--- src/rtl/pipe_pkg.sv ---
// Shared types and constants for the pipeline hazard control slice.
package pipe_pkg;

  typedef enum logic {
    MD_IDLE = 1'b0,
    MD_BUSY = 1'b1
  } md_state_t;

  localparam int unsigned MUL_LAT_DEF = 4;
  localparam int unsigned DIV_LAT_DEF = 32;
  localparam logic [4:0]  REG_ZERO    = 5'd0;

  // Counter width able to hold (max latency - 1); never narrower than 1 bit.
  function automatic int unsigned md_cnt_width(input int unsigned mul_lat,
                                               input int unsigned div_lat);
    int unsigned m;
    m = (mul_lat > div_lat) ? mul_lat : div_lat;
    return ($clog2(m) < 1) ? 1 : $clog2(m);
  endfunction

endpackage

--- src/rtl/md_tracker.sv ---
// Mult/div occupancy tracker: idle/busy FSM with a latency down-counter.
module md_tracker
  import pipe_pkg::*;
#(
  parameter int unsigned MUL_LAT = MUL_LAT_DEF,
  parameter int unsigned DIV_LAT = DIV_LAT_DEF
) (
  input  logic clk,
  input  logic rst,
  input  logic start,
  input  logic is_div,
  output logic busy,
  output logic done
);

  localparam int unsigned CW = md_cnt_width(MUL_LAT, DIV_LAT);
  localparam logic [CW-1:0] MUL_LOAD = CW'(MUL_LAT - 1);
  localparam logic [CW-1:0] DIV_LOAD = CW'(DIV_LAT - 1);

  md_state_t     state_q, state_d;
  logic [CW-1:0] cnt_q, cnt_d;

  always_comb begin
    state_d = state_q;
    cnt_d   = cnt_q;
    case (state_q)
      MD_IDLE: begin
        if (start) begin
          cnt_d   = is_div ? DIV_LOAD : MUL_LOAD;
          state_d = MD_BUSY;
        end
      end
      MD_BUSY: begin
        // A start here is illegal and deliberately ignored.
        if (cnt_q == '0) begin
          state_d = MD_IDLE;
        end else begin
          cnt_d = cnt_q - CW'(1);
        end
      end
      default: state_d = MD_IDLE;
    endcase
  end

  always_ff @(posedge clk) begin
    if (rst) begin
      state_q <= MD_IDLE;
      cnt_q   <= '0;
    end else begin
      state_q <= state_d;
      cnt_q   <= cnt_d;
    end
  end

  // Masked during reset so an abandoned operation never reports busy or done.
  assign busy = (state_q == MD_BUSY) && !rst;
  assign done = busy && (cnt_q == '0);

endmodule

--- src/rtl/hazard_ctrl.sv ---
// Stall/flush scheduler for the 5-stage core: load-use, mult/div and taken-branch hazards.
module hazard_ctrl
  import pipe_pkg::*;
#(
  parameter int unsigned MUL_LAT = MUL_LAT_DEF,
  parameter int unsigned DIV_LAT = DIV_LAT_DEF,
  parameter int unsigned CNT_W   = 16
) (
  input  logic             clk,
  input  logic             rst,
  input  logic [4:0]       id_rs,
  input  logic [4:0]       id_rt,
  input  logic             id_uses_rs,
  input  logic             id_uses_rt,
  input  logic             id_md_use,
  input  logic             ex_mem_read,
  input  logic [4:0]       ex_rt,
  input  logic             ex_md_start,
  input  logic             ex_md_is_div,
  input  logic             branch_taken,
  output logic             pc_en,
  output logic             if_id_en,
  output logic             if_id_flush,
  output logic             id_ex_flush,
  output logic             md_busy,
  output logic             md_done,
  output logic [CNT_W-1:0] stall_cnt
);

  logic             lu, mdh, stall;
  logic [CNT_W-1:0] stall_cnt_q, stall_cnt_d;

  md_tracker #(
    .MUL_LAT (MUL_LAT),
    .DIV_LAT (DIV_LAT)
  ) u_md_tracker (
    .clk    (clk),
    .rst    (rst),
    .start  (ex_md_start),
    .is_div (ex_md_is_div),
    .busy   (md_busy),
    .done   (md_done)
  );

  always_comb begin
    lu = ex_mem_read && (ex_rt != REG_ZERO) &&
         ((id_uses_rs && (id_rs == ex_rt)) || (id_uses_rt && (id_rt == ex_rt)));
    // Released in the done cycle: HI/LO is written as the consumer enters EX.
    mdh   = id_md_use && (ex_md_start || (md_busy && !md_done));
    stall = (lu || mdh) && !branch_taken && !rst;

    pc_en       = !stall;
    if_id_en    = !stall;
    if_id_flush = branch_taken && !rst;
    id_ex_flush = (stall || branch_taken) && !rst;
  end

  always_comb begin
    stall_cnt_d = stall_cnt_q;
    if (stall && (stall_cnt_q != '1)) begin
      stall_cnt_d = stall_cnt_q + CNT_W'(1);
    end
  end

  always_ff @(posedge clk) begin
    if (rst) begin
      stall_cnt_q <= '0;
    end else begin
      stall_cnt_q <= stall_cnt_d;
    end
  end

  assign stall_cnt = stall_cnt_q;

endmodule

--- config.mk ---
export PLATFORM = sky130hd
export DESIGN_NAME = hazard_ctrl
export DESIGN_NICKNAME = d
export VERILOG_FILES = /design/src/rtl/pipe_pkg.sv /design/src/rtl/md_tracker.sv /design/src/rtl/hazard_ctrl.sv
export SDC_FILE = /design/constraint.sdc
export NUM_CORES = 1
export LEC_CHECK = 0
export BUFFER_PORTS_ARGS = -buffer_cell sky130_fd_sc_hd__buf_2
export CAP_MARGIN = 40
export CORE_MARGIN = 4
export CORE_UTILIZATION = 49
export CTS_CLUSTER_DIAMETER = 80
export DETAILED_ROUTE_END_ITERATION = 16
export PLACE_DENSITY = 0.78
export SLEW_MARGIN = 10
export SYNTH_ARGS = -nofsm -noshare
export SYNTH_HDL_FRONTEND = slang
export SYNTH_HIERARCHICAL = 1
export SYNTH_SLANG_ARGS = --single-unit
--- constraint.sdc ---
create_clock -name clk -period 2.7 [get_ports clk]
set_clock_uncertainty 0.15 [all_clocks]
set_input_delay 0.54 -clock clk [delete_from_list [all_inputs] [get_ports clk]]
set_output_delay 0.54 -clock clk [all_outputs]
set_load 0.05 [all_outputs]
==> flow_metrics.env, run 1 <==
export IMPL_grtUsageTotal_pct=20.06
export IMPL_slew_violations=0
export IMPL_synth_top_area_cell="dfxtp_1"
export IMPL_grt_pass1_wl_um=5568
export IMPL_r2r_start="u_md_tracker/cnt_q[0]"
export IMPL_setup_slack_ps=-189.4
export IMPL_cap_violations=0
export IMPL_crit_type="flip-flop to primary output"
export IMPL_ys_warn_count=6
export IMPL_avgSynthCellArea_sq_um=8.875
export IMPL_multiInputGateArea_sq_um=859.6
export IMPL_path_clk_slew_ps=110
export IMPL_holdWs_ps=342.1
export IMPL_clock_root_buffer="clkbuf_4"
export IMPL_rows=18
export IMPL_drtIter0Drc=42
export IMPL_placedCellCount=222
export IMPL_io_pins=46
export IMPL_globalplace_congestion=0.8250
export IMPL_core_region_area_sq_mm=0.002545
export IMPL_die_w_um=60.13
export IMPL_fill_cells=222
export IMPL_setup_violations=3
export IMPL_grt_overflow=0
export IMPL_hp_start="ex_md_is_div"
export IMPL_ir_drop_v=0.0002706
export IMPL_yosys_area_top_type_share_pct=33.08
export IMPL_arrival_ps=2200
export IMPL_numCtsBuffers=3
export IMPL_slew_headroom_pct=78.64
export IMPL_ant_nets=0
export IMPL_cts_max_level=1
export IMPL_ys_types=44
export IMPL_ys_ff_latch=22
export IMPL_worstPathRequired_ps=2010
export IMPL_dieArea_sq_mm=0.003615
export IMPL_hp_class="input port to flip-flop"
export IMPL_power_density_mw_per_mm2=412.9
export IMPL_cts_hold_buffers=0
export IMPL_syn_nets=176
export IMPL_nets=228
export IMPL_grt_pass1_vias=1314
export IMPL_synthToLayoutAreaGrowth_pct=28.20
export IMPL_max_freq_mhz=346.1
export IMPL_diodes=0
export IMPL_drt_pass1_iterations=4
export IMPL_cp_end_kind="primary output"
export IMPL_grt_antenna_before_repair=0
export IMPL_tns_ps=-520.2
export IMPL_reg2reg_slack_ps=290
export IMPL_violations="negative setup slack"
export IMPL_tightest_slew_ps=315.9
export IMPL_crit_start="u_md_tracker/cnt_q[0]"
export IMPL_grt_max_degree=25
export IMPL_syn_inst=150
export IMPL_power_leakage_uw=0.0007296
export IMPL_final_period_utilization_pct=107.0
export IMPL_synth_edf_count=0
export IMPL_critPathMaxFanout=4
export IMPL_post_drt_wl_per_cell_um=14.38
export IMPL_synth_top_flop_cell="dfxtp_1"
export IMPL_status="finished with violations"
export IMPL_cts_tree="yes"
export IMPL_num_vias=1358
export IMPL_port_buffers=45
export IMPL_wl_um=3321
export IMPL_ys_top_cells_by_area="dfxtp_1 (33%), xnor2_1 (6.6%), o31ai_1 (5.1%), or4_1 (4.5%), a21oi_1 (4.1%)"
export IMPL_drc=0
export IMPL_drive_gt1_share_pct=37.81
export IMPL_start_util_pct=52.31
export IMPL_die_h_um=60.13
export IMPL_clock_sinks=22
export IMPL_clockBufferDepth=2
export IMPL_hold_viol=0
export IMPL_ys_seq_area_share_pct=33.08
export IMPL_dpl_hpwl_um=2566
export IMPL_vias_per_cell=5.879
export IMPL_syn_area_sq_mm=0.001331
export IMPL_rsz0062_at_grt="true"
export IMPL_synthArstFlopShare_pct=0
export IMPL_regArea_sq_um=442.9
export IMPL_insertion_delay_ps=310
export IMPL_fin_crit_ps=2889
export IMPL_startpoint_type="flip-flop"
export IMPL_stdcell_count=231
-- path summary, 6_finish.rpt --
check,cells past startpoint,end
hold / removal,3,u_md_tracker/cnt_q[4]
hold reg to reg,1,stall_cnt[4]
setup reg to reg,10,stall_cnt[1]
setup / recovery,9,id_ex_flush
-- report_power, final --
| part | switching, uW | total, uW | internal [uW] |
|---|---|---|---|
| combinational | 94.1 | 178 | 83.6 |
| sequential | 8.46 | 344 | 335 |
| clock | 101 | 183 | 82.5 |
| total | 203 | 705 | 502 |
-- cell type report --
class,instances,share of cell area (%)
inverters,4,0.8798
well taps,30,2.199
multi-input cells,117,50.37
repair buffers,54,18.48
clock buffers,4,2.126
flip-flops and latches,22,25.95
-- cells in the mapped netlist, types with 3 or more instances --
master / n
inv_1: 4
nor2b_1: 6
or4_1: 8
xor2_1: 3
nand2_1: 8
clkbuf_1: 3
a21oi_1: 11
nand3_1: 9
dfxtp_1: 22
nor2_1: 8
o31ai_1: 9
nand4_1: 5
and3_1: 4
xnor2_1: 10
-- critical path, stage by stage (launching register included) --
cell and delay [ps]:
dfxtp_2 340, inv_2 70, ha_4 130, or4b_4 470
nor3_4 130, nor2b_1 70, o211a_1 240, a21oi_4 210
nand2b_4 70, buf_8 150
-- cells in the final DEF (no fill, tap or decap), drive strengths merged, types with 6 or more instances in the layout --
cell type	instances
buf	54
o31ai	10
dfxtp	22
nor2b	6
nand2	9
a21oi	14
nand3	9
or4	8
xnor2	10
nor2	8
-- metal layers --
metal / part of all wire, % / GRT usage, %
met5: 0 / 0
met4: 2.0 / 9.494
met3: 9.5 / 3.240
met2: 48 / 34.10
met1: 41 / 24.35
-- flip-flops by register name, indices dropped and copies added, names as in the netlist --
name,cells
u_md_tracker/state_q,1
u_md_tracker/cnt_q,5
stall_cnt,16
-- kinds of logic after synthesis --
logic type / share of synthesized area (%)
XOR/XNOR: 8.553
flip-flops: 33.08
buffers and inverters: 5.732
AND/OR/NAND/NOR: 26.88
multiplexers: 1.598
AO/OA/AOI/OAI: 22.27
adder cells (fa/ha/maj): 1.879
-- per-stage QoR --
stage               worst slack (ps)  total power (uW)  area, sq um  util (%)
finish                        -189.4             704.7         1707     67.06
global route                  -300.0             738.5         1707     67.06
CTS                           -202.4             705.2         1699     66.77
detailed placement            -5.133             506.8         1608     63.18
global placement               42.13             499.5         1608     63.18
floorplan                     -532.0             461.6         1380         -
-- repair_timing --
item / in CTS / in global routing
buffers inserted: 4 / 1
gates resized for setup: 9 / 0
setup endpoints to repair: 3 / 3
pin swaps: 3 / 0
No activity file was read; power rests on OpenSTA's default activity.
==> inputs of run 2 (changes only) <==
Settings changed: ABC_AREA set to 1, CORE_UTILIZATION 49 to 50, PLACE_DENSITY 0.78 to 0.76.
==> run 2 against run 1 <==
Effect of this change: the run now ends clean; routed wire length increased by 14%; first-iteration DRC count grew to 2.6 times the previous value; core utilization shrank 3.9 points; critical endpoint is now if_id_en.
==> flow_metrics.env, run 2 <==
export IMPL_ys_ff_latch=22
export IMPL_critPathMaxFanout=4
export IMPL_ir_drop_v=0.0002431
export IMPL_slew_violations=0
export IMPL_io_pins=46
export IMPL_fill_cells=339
export IMPL_hold_viol=0
export IMPL_total_power_uw=805.4
export IMPL_ys_warn_count=6
export IMPL_drt_pass1_iterations=5
export IMPL_clockBufferDepth=2
export IMPL_die_h_um=68.78
export IMPL_nets=374
export IMPL_status="complete, no violations"
export IMPL_synthToLayoutAreaGrowth_pct=17.75
export IMPL_largest_register_ffs=16
export IMPL_syn_area_sq_mm=0.001847
export IMPL_yosysMostFrequentCell="nand2_1"
export IMPL_postCtsSetupRepairBufs=0
export IMPL_tightest_slew_ps=529.0
export IMPL_grt_max_degree=31
export IMPL_wl_um=3801
export IMPL_r2r_start="u_md_tracker/cnt_q[0]"
export IMPL_drc=0
export IMPL_core_region_area_sq_mm=0.003442
export IMPL_yosys_area_top_type_share_pct=23.85
export IMPL_synth_top_area_cell="dfxtp_1"
export IMPL_dieArea_sq_mm=0.004730
export IMPL_numCtsBuffers=3
export IMPL_crit_type="flip-flop to primary output"
export IMPL_avgSynthCellArea_sq_um=6.035
export IMPL_slew_headroom_pct=64.70
export IMPL_hp_class="flip-flop to flip-flop"
export IMPL_die_w_um=68.78
export IMPL_grt_pass1_vias=1607
export IMPL_tns_ps=0
export IMPL_cp_end_kind="primary output"
export IMPL_cts_hold_buffers=0
export IMPL_clock_root_buffer="clkbuf_8"
export IMPL_ys_top_cells_by_count="nand2_1 (88), inv_1 (60), nor2_1 (35), dfxtp_1 (22)"
export IMPL_diodes=0
export IMPL_ys_seq_area_share_pct=23.85
export IMPL_setup_violations=0
export IMPL_insertion_delay_ps=260
export IMPL_grtUsageTotal_pct=17.84
export IMPL_worstPathRequired_ps=2010
export IMPL_synthArstFlopShare_pct=0
export IMPL_synth_edf_count=0
export IMPL_drive_gt1_share_pct=29.97
export IMPL_layout_commonest_cell="nand2_1"
export IMPL_grt_antenna_before_repair=0
export IMPL_layout_common_cells="nand2_1 (87), inv_1 (58), buf_2 (45)"
export IMPL_dpl_hpwl_um=2887
export IMPL_rows=21
export IMPL_ant_nets=0
export IMPL_cts_max_level=1
export IMPL_ys_types=26
export IMPL_synth_top_flop_cell="dfxtp_1"
export IMPL_start_util_pct=53.65
export IMPL_cap_violations=0
export IMPL_final_period_utilization_pct=94.09
export IMPL_cts_resized=0
export IMPL_arrival_ps=1850
export IMPL_path_clk_slew_ps=80
export IMPL_grt_overflow=0
export IMPL_drtIter0Drc=108
export IMPL_startpoint_type="flip-flop"
export IMPL_cts_tree="yes"
export IMPL_num_vias=1833
export IMPL_grt_pass1_wl_um=6617
export IMPL_ys_top_cells_by_area="dfxtp_1 (24%), nand2_1 (18%), inv_1 (12%), nor2_1 (7.1%), nand3_2 (6.5%)"
export IMPL_syn_inst=306
export IMPL_clock_sinks=22
export IMPL_vias_per_cell=4.664
export IMPL_power_density_mw_per_mm2=370.3
export IMPL_fin_crit_ps=2540
export IMPL_globalplace_congestion=0.7859
export IMPL_post_drt_wl_per_cell_um=9.672
export IMPL_rsz0062_at_grt="false"
export IMPL_port_buffers=45
export IMPL_hp_start="u_md_tracker/cnt_q[4]"
export IMPL_crit_start="u_md_tracker/cnt_q[0]"
export IMPL_max_freq_mhz=393.7
export IMPL_power_leakage_uw=0.001149
export IMPL_syn_nets=332
==> run 2: cell count changes in the layout (fill, tap and decap cells not counted), sizes merged, moves of 8 or more <==
cell / delta
nand3: +20
inv: +63
nand2: +88
or4: -8
nand4: +14
o31ai: -10
xnor2: -9
nor2: +39
a21oi: -10
==> run 2: metal layers <==
metal | GRT usage (%) | part of all wire [%] | up-vias | wire length [um]
li1 | - | - | 1007 | -
met4 | 2.920 | 0.50 | 0 | 19
met5 | 0 | 0 | - | 0
met1 | 21.88 | 46 | 792 | 1736
met2 | 32.54 | 49 | 32 | 1854
met3 | 3.404 | 5.0 | 2 | 191
==> run 2: through the flow <==
| step | hold WS [ps] | worst slack [ps] | utilization, % | instances | cell area (sq um) |
|---|---|---|---|---|---|
| floorplan | 310.0 | 21.23 | - | 306 | 1917 |
| global placement | 328.4 | 436.5 | 61.58 | 389 | 2120 |
| detailed placement | 333.4 | 425.9 | 61.58 | 389 | 2120 |
| CTS | 345.7 | 148.1 | 63.18 | 393 | 2175 |
| global route | 377.2 | 29.63 | 63.18 | 393 | 2175 |
| finish | 340.2 | 159.7 | 63.18 | 393 | 2175 |
==> run 2: worst paths after layout <==
path / slack [ps] / to / cells after the start
worst min-delay path: 340 / u_md_tracker/cnt_q[4] / 2
worst max-delay path: 160 / if_id_en / 9
worst max register to register: 610 / stall_cnt[0] / 12
worst min register to register: 340 / u_md_tracker/cnt_q[4] / 2
==> run 2: final cells by class <==
class                      instances  area (sq um)  share of cell area, %
sequential                        22         440.4                  20.25
inverter                          67         251.5                  11.56
clock buffer                       4         55.05                  2.532
timing repair buffer              47         240.2                  11.05
tap                               46         57.56                  2.647
multi-input combinational        207          1130                  51.96
==> run 2: worst max-delay path, stage by stage (launching register included) <==
cell,delay (ps)
dfxtp_1,330
inv_2,100
ha_4,170
nand3_2,150
nor3_4,200
nor2_1,70
o21ai_2,170
nand2_4,90
nand2_8,60
buf_2,260
==> run 2: report_power, final <==
| group | internal [uW] | leakage [uW] | switching (uW) |
|---|---|---|---|
| registers | 338 | 0.000179 | 15.0 |
| logic | 73.9 | 0.000941 | 138 |
| clock network | 130 | 0.0000288 | 111 |
==> run 2: logic make-up after synthesis <==
group / count (synthesis) / synth area share [%]
XOR/XNOR: 2 / 0.9487
AO/OA/AOI/OAI: 7 / 1.897
AND/OR/NAND/NOR: 196 / 53.45
flip-flops: 22 / 23.85
adder cells (fa/ha/maj): 2 / 1.355
buffers and inverters: 77 / 18.50
==> inputs of run 3 (changes only) <==
Clock period 2.7 ns to 3.2 ns, I/O delays scaled along.
==> run 3 against run 2 <==
Effect of this change: clock power decreased by 28%; die area unchanged; combinational power decreased by 22%; sequential share of layout area increased by 0.54 points; final area decreased by 2.6%; register-to-register slack improved by 360 ps; via count decreased by 0.27%; final cell count decreased by 0.25%; worst setup slack improved by 220 ps; total power decreased by 21%; non-clock buffer count unchanged; critical endpoint unchanged; largest power group unchanged.
==> flow_metrics.env, run 3 (synthesis gave the netlist of run 2 again) <==
export IMPL_status="complete, no violations"
export IMPL_timing_rr_end="stall_cnt[0]"
export IMPL_reg2reg_depth=12
export IMPL_cts_hold_buffers=0
export IMPL_layout_common_cells="nand2_1 (87), inv_1 (60), buf_2 (45)"
export IMPL_cts_resized=0
export IMPL_diodes=0
export IMPL_clock_root_buffer="clkbuf_8"
export IMPL_slew_headroom_pct=65.81
export IMPL_fin_crit_ps=2820
export IMPL_cp_end_kind="primary output"
export IMPL_power_leakage_uw=0.001138
export IMPL_numCtsBuffers=3
export IMPL_critPathMaxFanout=4
export IMPL_slew_violations=0
export IMPL_hold_viol=0
export IMPL_clockBufferDepth=2
export IMPL_layout_commonest_cell="nand2_1"
export IMPL_die_h_um=68.78
export IMPL_num_vias=1828
export IMPL_arrival_ps=2030
export IMPL_clock_sinks=22
export IMPL_drive_gt1_share_pct=28.32
export IMPL_grt_max_degree=31
export IMPL_nets=374
export IMPL_post_drt_wl_per_cell_um=9.288
export IMPL_grtUsageTotal_pct=16.93
export IMPL_worstPathRequired_ps=2410
export IMPL_setup_violations=0
export IMPL_insertion_delay_ps=260
export IMPL_slowest_stage="dfxtp_1"
export IMPL_worstPathCellList="inv_1, ha_1, nand3_1, nor3_4, nor2_1, o21ai_1, nand2_4, nand2_2, buf_2"
export IMPL_port_buffers=45
export IMPL_drtIter0Drc=91
export IMPL_startpoint_type="flip-flop"
export IMPL_io_pins=46
export IMPL_postCtsSetupRepairBufs=0
export IMPL_ir_drop_v=0.0002459
export IMPL_rsz0062_at_grt="false"
export IMPL_reg2reg_slack_ps=970
export IMPL_synthToLayoutAreaGrowth_pct=14.70
export IMPL_tightest_slew_ps=512.3
export IMPL_drc=0
export IMPL_cap_violations=0
export IMPL_largest_register_ffs=16
export IMPL_total_power_uw=636.2
export IMPL_crit_type="flip-flop to primary output"
export IMPL_vias_per_cell=4.663
export IMPL_power_density_mw_per_mm2=300.3
export IMPL_wl_um=3641
export IMPL_final_period_utilization_pct=88.12
export IMPL_hp_class="flip-flop to flip-flop"
export IMPL_max_freq_mhz=354.6
export IMPL_rows=21
export IMPL_path_clk_slew_ps=80
export IMPL_dpl_hpwl_um=2790
export IMPL_ant_nets=0
export IMPL_hp_start="u_md_tracker/cnt_q[1]"
export IMPL_holdPathStages=2
export IMPL_grt_overflow=0
export IMPL_grt_pass1_wl_um=6244
export IMPL_die_w_um=68.78
export IMPL_cts_tree="yes"
export IMPL_start_util_pct=53.65
export IMPL_grt_antenna_before_repair=0
export IMPL_hold_path_endpoint="u_md_tracker/cnt_q[1]"
export IMPL_dieArea_sq_mm=0.004730
export IMPL_crit_family="simple AND/OR/NAND/NOR gates"
export IMPL_slowest_delay_ps=310
export IMPL_globalplace_congestion=0.8279
export IMPL_r2r_start="u_md_tracker/cnt_q[0]"
export IMPL_core_region_area_sq_mm=0.003442
export IMPL_cts_max_level=1
export IMPL_drt_pass1_iterations=4
export IMPL_grt_pass1_vias=1561
export IMPL_tns_ps=0
export IMPL_worst_path_buf_inv=2
==> run 3: cell types whose count changed in the layout (fill, tap and decap cells not counted), sizes merged <==
| cell | delta |
|---|---|
| clkbuf | -1 |
==> run 3: metal layers <==
layer | vias up | wire length (um) | global-route usage, %
met2 | 39 | 1668 | 29.80
met5 | - | 0 | 0
li1 | 1009 | - | -
met1 | 775 | 1727 | 20.53
met4 | 0 | 35 | 5.353
met3 | 5 | 210 | 3.404
==> run 3: tightest hold or removal path: cells and delay by family (launching register included) <==
family                 cells  cell delay [ps]
buffers and inverters      1               70
flip-flops                 1              320
AO/OA/AOI/OAI              1               60
==> run 3: cell type report <==
cell class                      count  area [sq um]
Timing Repair Buffer               47         240.2
Multi-Input combinational cell    207          1087
Sequential cell                    22         440.4
Fill cell                         347          1324
Inverter                           67         251.5
Tap cell                           46         57.56
Clock buffer                        3         41.29
==> run 3: how the worst max path moves through the flow <==
| stage | startpoint | endpoint | slack [ps] | cells after the start |
|---|---|---|---|---|
| after global routing | u_md_tracker/cnt_q[0] | id_ex_flush | 240 | 10 |
| after detailed placement | u_md_tracker/cnt_q[0] | pc_en | 660 | 9 |
| after global placement | u_md_tracker/cnt_q[0] | if_id_en | 710 | 9 |
| final | u_md_tracker/cnt_q[0] | if_id_en | 380 | 9 |
| after CTS | u_md_tracker/cnt_q[0] | pc_en | 360 | 9 |
| after floorplan | u_md_tracker/cnt_q[0] | pc_en | 30 | 10 |
==> run 3: metrics by stage <==
| step | hold slack (ps) | instances | setup slack [ps] | utilization (%) | area [sq um] |
|---|---|---|---|---|---|
| floorplan | 295.0 | 306 | 31.90 | - | 1867 |
| global placement | 312.9 | 389 | 710.7 | 60.34 | 2077 |
| detailed placement | 321.5 | 389 | 655.6 | 60.34 | 2077 |
| CTS | 334.0 | 392 | 357.9 | 61.54 | 2118 |
| global route | 364.6 | 392 | 236.8 | 61.54 | 2118 |
| finish | 337.2 | 392 | 380.3 | 61.54 | 2118 |
==> run 3: power breakdown <==
part	total (uW)	internal (uW)	switching (uW)	leakage, uW
clock network	174	84.1	89.5	0.0000216
logic	165	56.0	109	0.000937
registers	297	285	12.2	0.000179
